==> src/rtl/control_multiciclo.sv <==
// Main control FSM for the multicycle MIPS datapath: sequences fetch, decode,
// execute, memory and writeback, stalling memory states until MemReady.
module control_multiciclo #(
  parameter logic [5:0] OP_RTYPE = 6'h00,
  parameter logic [5:0] OP_LW    = 6'h23,
  parameter logic [5:0] OP_SW    = 6'h2B,
  parameter logic [5:0] OP_BEQ   = 6'h04,
  parameter logic [5:0] OP_BNE   = 6'h05,
  parameter logic [5:0] OP_J     = 6'h02,
  parameter logic [5:0] OP_ADDI  = 6'h08
) (
  input  logic       clk,
  input  logic       reset,
  input  logic [5:0] Op,
  input  logic       MemReady,
  output logic       PCWrite,
  output logic       PCWriteCond,
  output logic       PCWriteCondN,
  output logic       IorD,
  output logic       MemRead,
  output logic       MemWrite,
  output logic       IRWrite,
  output logic       MemtoReg,
  output logic       RegDst,
  output logic       RegWrite,
  output logic       ALUSrcA,
  output logic [1:0] ALUSrcB,
  output logic [1:0] ALUOp,
  output logic [1:0] PCSource,
  output logic       IllegalOp,
  output logic [3:0] State
);

  typedef enum logic [3:0] {
    S_FETCH  = 4'd0,
    S_DECODE = 4'd1,
    S_MEMADR = 4'd2,
    S_MEMRD  = 4'd3,
    S_MEMWB  = 4'd4,
    S_MEMWR  = 4'd5,
    S_EXEC   = 4'd6,
    S_ALUWB  = 4'd7,
    S_BEQ    = 4'd8,
    S_BNE    = 4'd9,
    S_JUMP   = 4'd10,
    S_ADDIEX = 4'd11,
    S_ADDIWB = 4'd12
  } state_t;

  state_t state_q, state_d;

  always_ff @(posedge clk) begin
    if (reset) state_q <= S_FETCH;
    else       state_q <= state_d;
  end

  assign State = state_q;

  always_comb begin
    state_d      = S_FETCH;
    PCWrite      = 1'b0;
    PCWriteCond  = 1'b0;
    PCWriteCondN = 1'b0;
    IorD         = 1'b0;
    MemRead      = 1'b0;
    MemWrite     = 1'b0;
    IRWrite      = 1'b0;
    MemtoReg     = 1'b0;
    RegDst       = 1'b0;
    RegWrite     = 1'b0;
    ALUSrcA      = 1'b0;
    ALUSrcB      = 2'b00;
    ALUOp        = 2'b00;
    PCSource     = 2'b00;
    IllegalOp    = 1'b0;
    case (state_q)
      S_FETCH: begin
        // IR load and PC+4 commit only on the cycle the fetch completes
        MemRead = 1'b1;
        ALUSrcB = 2'b01;
        IRWrite = MemReady;
        PCWrite = MemReady;
        state_d = MemReady ? S_DECODE : S_FETCH;
      end
      S_DECODE: begin
        ALUSrcB = 2'b11;
        case (Op)
          OP_LW, OP_SW: state_d = S_MEMADR;
          OP_RTYPE:     state_d = S_EXEC;
          OP_BEQ:       state_d = S_BEQ;
          OP_BNE:       state_d = S_BNE;
          OP_J:         state_d = S_JUMP;
          OP_ADDI:      state_d = S_ADDIEX;
          default: begin
            state_d   = S_FETCH;
            IllegalOp = 1'b1;
          end
        endcase
      end
      S_MEMADR: begin
        ALUSrcA = 1'b1;
        ALUSrcB = 2'b10;
        state_d = (Op == OP_LW) ? S_MEMRD : S_MEMWR;
      end
      S_MEMRD: begin
        MemRead = 1'b1;
        IorD    = 1'b1;
        state_d = MemReady ? S_MEMWB : S_MEMRD;
      end
      S_MEMWB: begin
        MemtoReg = 1'b1;
        RegWrite = 1'b1;
      end
      S_MEMWR: begin
        MemWrite = 1'b1;
        IorD     = 1'b1;
        state_d  = MemReady ? S_FETCH : S_MEMWR;
      end
      S_EXEC: begin
        ALUSrcA = 1'b1;
        ALUOp   = 2'b10;
        state_d = S_ALUWB;
      end
      S_ALUWB: begin
        RegDst   = 1'b1;
        RegWrite = 1'b1;
      end
      S_BEQ: begin
        ALUSrcA     = 1'b1;
        ALUOp       = 2'b01;
        PCSource    = 2'b01;
        PCWriteCond = 1'b1;
      end
      S_BNE: begin
        ALUSrcA      = 1'b1;
        ALUOp        = 2'b01;
        PCSource     = 2'b01;
        PCWriteCondN = 1'b1;
      end
      S_JUMP: begin
        PCWrite  = 1'b1;
        PCSource = 2'b10;
      end
      S_ADDIEX: begin
        ALUSrcA = 1'b1;
        ALUSrcB = 2'b10;
        state_d = S_ADDIWB;
      end
      S_ADDIWB: begin
        RegWrite = 1'b1;
      end
      default: state_d = S_FETCH;
    endcase
    // Reset quiets every control line; State still reflects the register
    if (reset) begin
      PCWrite      = 1'b0;
      PCWriteCond  = 1'b0;
      PCWriteCondN = 1'b0;
      IorD         = 1'b0;
      MemRead      = 1'b0;
      MemWrite     = 1'b0;
      IRWrite      = 1'b0;
      MemtoReg     = 1'b0;
      RegDst       = 1'b0;
      RegWrite     = 1'b0;
      ALUSrcA      = 1'b0;
      ALUSrcB      = 2'b00;
      ALUOp        = 2'b00;
      PCSource     = 2'b00;
      IllegalOp    = 1'b0;
    end
  end

endmodule

==> config.mk <==
export PLATFORM = sky130hd
export DESIGN_NAME = control_multiciclo
export DESIGN_NICKNAME = d
export VERILOG_FILES = /design/src/rtl/control_multiciclo.sv
export SDC_FILE = /design/constraint.sdc
export NUM_CORES = 1
export LEC_CHECK = 0
export BUFFER_PORTS_ARGS = -buffer_cell sky130_fd_sc_hd__clkbuf_2
export CORE_UTILIZATION = 36
export CTS_CLUSTER_DIAMETER = 40
export DETAILED_ROUTE_END_ITERATION = 16
export PLACE_DENSITY = 0.66
export SLEW_MARGIN = 5
export SYNTH_ARGS = -nofsm -noshare
export SYNTH_HDL_FRONTEND = slang
export SYNTH_SLANG_ARGS = --single-unit
==> constraint.sdc <==
create_clock -name clk -period 1.7 [get_ports clk]
set_clock_uncertainty 0.2 [all_clocks]
set_input_delay 0.34 -clock clk [delete_from_list [all_inputs] [get_ports clk]]
set_output_delay 0.34 -clock clk [all_outputs]
set_load 0.01 [all_outputs]
== Word level (Yosys, flattened, before mapping) ==
Cells that the tools add are included.
Storage, ports and cells
  bits in registers: 4
  bits of input ports: 9
  output and inout port bits: 22
  word-level logic and storage cells: 66
Cells by class
  equal/unequal tests: 18
  muxes and demuxes: 37
  reduce and logical (&&, ||, !) cells: 10
Operators with widths (number)
  $pmux W4 S7: 1
  $mux W1: 25
  $pmux W4 S6: 1
  $eq A4 B4 Y1 const B: 5
  $eq A4 B3 Y1 const B: 4
  $eq A6 B3 Y1 const B: 2
  $eq A6 B6 Y1 const B: 2
  $reduce_or A2 Y1: 5
  $mux W3: 3
  $eq A4 B2 Y1 const B: 2
  $pmux W2 S2: 2
  $reduce_or A7 Y1: 1
  $eq A6 B2 Y1 const B: 1
  $eq A6 B4 Y1 const B: 1
  $logic_not A6 Y1: 1
  $mux W2: 3
  $pmux W2 S3: 1
  $reduce_or A5 Y1: 1
  $eq A4 B1 Y1 const B: 1
  $logic_not A4 Y1: 1
  $reduce_or A3 Y1: 1
  $pmux W1 S2: 1

== Depth between registers and ports, before layout ==
  word-level depth: 5
  depth in mapped cells: 5
  depth with buffers taken out: 3

== Worst setup path after synthesis ==
Ideal clock, no wire load.
  kind: register to output
  start: register state_q[3] (netlist: State[3])
  end: output PCWriteCond
  arrival time: 1.337 ns
  data required time: 1.160 ns
  setup slack: -0.177 ns
  cell stages (with the launch flop): 5
  buffers on the path: 1
  cells stage by stage: dfxtp_1 -> buf_4 -> inv_2 -> nor4_2 -> nor2b_1
On the way
  longest elaborated chain between the ends: 3
RTL lines
  from (decl): RTL line 50  | state_t state_q, state_d;
  from (signal assigned): RTL line 54  | else state_q <= state_d;
  $eq A4 B4 Y1: RTL line 76  | case (state_q)
  $mux W1: RTL line 76
  $mux W1: RTL line 155  | if (reset) begin
  to (decl): RTL line 17  | output logic PCWriteCond,
Every way passes these cells.

== Worst setup path in the final report ==
  start: register state_q[2] (netlist: State[2])
  end: output IllegalOp
On the way
  longest elaborated chain between the ends: 3
RTL lines
  $eq A4 B1 Y1: RTL line 76
  $mux W1: RTL line 76
  $mux W1: RTL line 155
  to (decl): RTL line 30  | output logic IllegalOp,
Every way passes these cells.

==> impl_results.md <==
* Status: finished with violations
* Failing checks: setup timing
* Period utilization at 1.13
* Hold depth at 4
* Clock Root Buffer: clkbuf_4
* RSZ-0062 raised after global routing: true
* Worst Slack Setup Final at -0.227 ns
* DRC Markers at 0
* Reg clk slew, reported paths at 0.05 ns
* Yosys warns at 0
* Worst Path Arrival at 1.39 ns
* Hold Vio Cnt, Final at 0
* Final HPWL DP at 1380 um
* Setup CP Type: reg2out
* Avg Cell Area, Syn at 7.79 sq um
* Initial antenna violation count at 0
* Number of global-route vias before repair at 737
* Placed instance count at 136
* R2R Path Start: State[0]$_SDFF_PP0_
* R2r worst-path depth at 5
* Worst Hold Class: in2reg
* Biggest cell delay along the critical path at 0.36 ns
* IO Pins at 31
* Slew Limit Headroom at 0.758
* Pin count of the biggest net entering global routing at 16
* NumNets Final at 145
* Finished Core Util at 0.757
* Post-Syn Nets at 85
* CP cell instances: nor4_4, nand2_1, and4b_1, buf_2
* Total Routing Usage GR at 0.239
* Share of post-route cells with drive strength above 1 at 0.657
* #FFs+latches synth at 4
* Post-layout min period at 1.93 ns
* Final slew viol count at 0
* Max reg flops at 4
* Post-Synthesis Cells at 76
* Die Y at 42.5 um
* Slowest CP cell: dfxtp_4
* TritonCTS Buffers at 3
* Core footprint at 1520 sq um
* H-tree levels at 1
* N_diodes at 0
* Post-detailed-route count of antenna-violating nets at 0
* Site Rows at 14
* Non-filler cells, final at 150
* P&R area growth vs syn at 94.9%
* Reg2Reg Setup Slack at 0.16 ns
* CP max FO at 3
* Synth top area share at 0.135
* TritonCTS clock tree: yes
* Synth unique cells at 39
* Clk sinks at 4
* TritonRoute pass-1 iters at 1
* Initial Util at 0.388
* Overall die area at 1810 sq um
* FILL cells at 107
* Hold path start: Op[4]
* Sequential element share of the synthesized area at 0.135
* Maximum root-to-sink buffer count at 2
* DR WL/cell at 13.3 um
* Final WL at 1990 um
* Area contributors post-synth: dfxtp_1 (14%), nor2_1 (5.7%), nor3b_1 (5.1%)
* Vias at 798
* Crit Reg-Reg Endpoint: State[2]$_SDFF_PP0_
* Die Width at 42.5 um
* Hold EP: State[0]$_SDFF_PP0_
* Port Buf Inserts at 30
* Critical Path Source Type: register
* Prevailing post-synth register cell: dfxtp_1
* First-pass GRT wire length at 3240 um
* Worst EP required at 1.16 ns
* Vias/cell at 5.32
* Worst-margin pin slew at 0.359 ns
* Mapped cell area at 592 sq um
* Setup violators final at 16
* GRT overflow at 0
* VDD IR max at 0.412 mV
* Async S/R FF share, synth at 0
* Number of flops mapped to enable cells by yosys at 0
* Leak at 0.538 nW
* DRT iter0 DRCs at 0
* Area leader, netlist: dfxtp_1
* FMAX at 519 MHz
* Power consumption at 0.371 mW
* PD cells at 321 nW/um^2
* Max cap viols at 0
* RePlAce Congestion at 0.829
* Clk Latency, worst-skew pair at 0.25 ns
* Crit end category: output port
Yosys cell counts, types with 2 or more instances:
cell type,n
nor2_1,9
nor2b_1,2
a211oi_1,2
and4b_1,2
o21ai_0,4
buf_2,3
and3b_1,3
nor3_1,2
xor2_1,2
nand2_1,4
dfxtp_1,4
nor3b_1,4
nor4_1,3
o2111ai_1,3
nand4_1,2
and3_1,4
layout make-up:
cell class,instances,area [sq um],share of cell area
Sequential cell,4,95.1,0.0824
Tap cell,16,20.0,0.0174
Inverter,2,10.0,0.00868
Timing Repair Buffer,61,453,0.393
Clock buffer,3,22.5,0.0195
Multi-Input combinational cell,64,553,0.479
worst max path at each step:
stage | from | endpoint | slack [ns] | depth (start not counted)
after floorplan | reset | PCWrite | -0.03 | 4
after global placement | Op[1] | IllegalOp | -0.06 | 5
after detailed placement | Op[1] | IllegalOp | -0.10 | 5
after CTS | State[3]$_SDFF_PP0_ | IllegalOp | -0.21 | 4
after global routing | State[2]$_SDFF_PP0_ | IllegalOp | -0.30 | 4
final | State[2]$_SDFF_PP0_ | IllegalOp | -0.23 | 4
per-layer routing:
| metal | track usage | part of all wire |
|---|---|---|
| met2 | 0.434 | 0.53 |
| met3 | 0.0259 | 0.039 |
| met4 | 0.119 | 0.021 |
| met1 | 0.271 | 0.41 |
| met5 | 0 | 0 |
metrics by stage:
step | setup slack (ns) | hold slack (ns) | instance area, sq um | TNS [ns]
final | -0.227 | 0.231 | 1150 | -1.93
after global routing | -0.297 | 0.255 | 1150 | -3.14
after CTS | -0.212 | 0.240 | 1060 | -1.82
after detailed placement | -0.105 | 0.499 | 915 | -0.202
after global placement | -0.0634 | 0.499 | 915 | -0.0847
after floorplan | -0.0300 | 0.325 | 622 | -0.0548
power by group:
part	internal (mW)	switching, mW
Combinational	0.0769	0.0697
Clock	0.0797	0.0493
Sequential	0.0914	0.00382
Total	0.248	0.123
cells in the final DEF (no fill, tap or decap), types with 2 or more instances in the layout:
| cell | count |
|---|---|
| nand4_1 | 2 |
| a211oi_1 | 2 |
| nor4_4 | 4 |
| and4b_1 | 2 |
| buf_6 | 10 |
| dfxtp_4 | 4 |
| nor3b_1 | 3 |
| and3_1 | 2 |
| o21ai_0 | 4 |
| xor2_1 | 2 |
| nor2_1 | 7 |
| and3b_1 | 3 |
| nand2_1 | 3 |
| clkbuf_2 | 13 |
| o2111ai_1 | 3 |
| buf_4 | 24 |
| clkbuf_4 | 3 |
| nor2_4 | 2 |
| and3_4 | 2 |
| buf_2 | 12 |
worst max-delay path, delay by kind of cell (launching register included):
kind,cells,cell delay [ns]
buffers and inverters,1,0.13
DFF,1,0.36
and+or+nand+nor,3,0.65
logic make-up after synthesis:
group	Yosys count	share of synthesized area
simple gates	44	0.482
compound gates	15	0.214
buf+inv	8	0.0761
flops	4	0.135
xor+xnor	3	0.0571
mux	2	0.0359
what timing repair did:
| item | 4_1_cts | 5_1_grt |
|---|---|---|
| setup endpoints to repair | 18 | 18 |
| hold buffers | 0 | 0 |
| resized for setup | 18 | 29 |
| setup buffers | 9 | 3 |
| pin swaps | 15 | 7 |
Note: power is estimated with default switching activity, not from simulation.
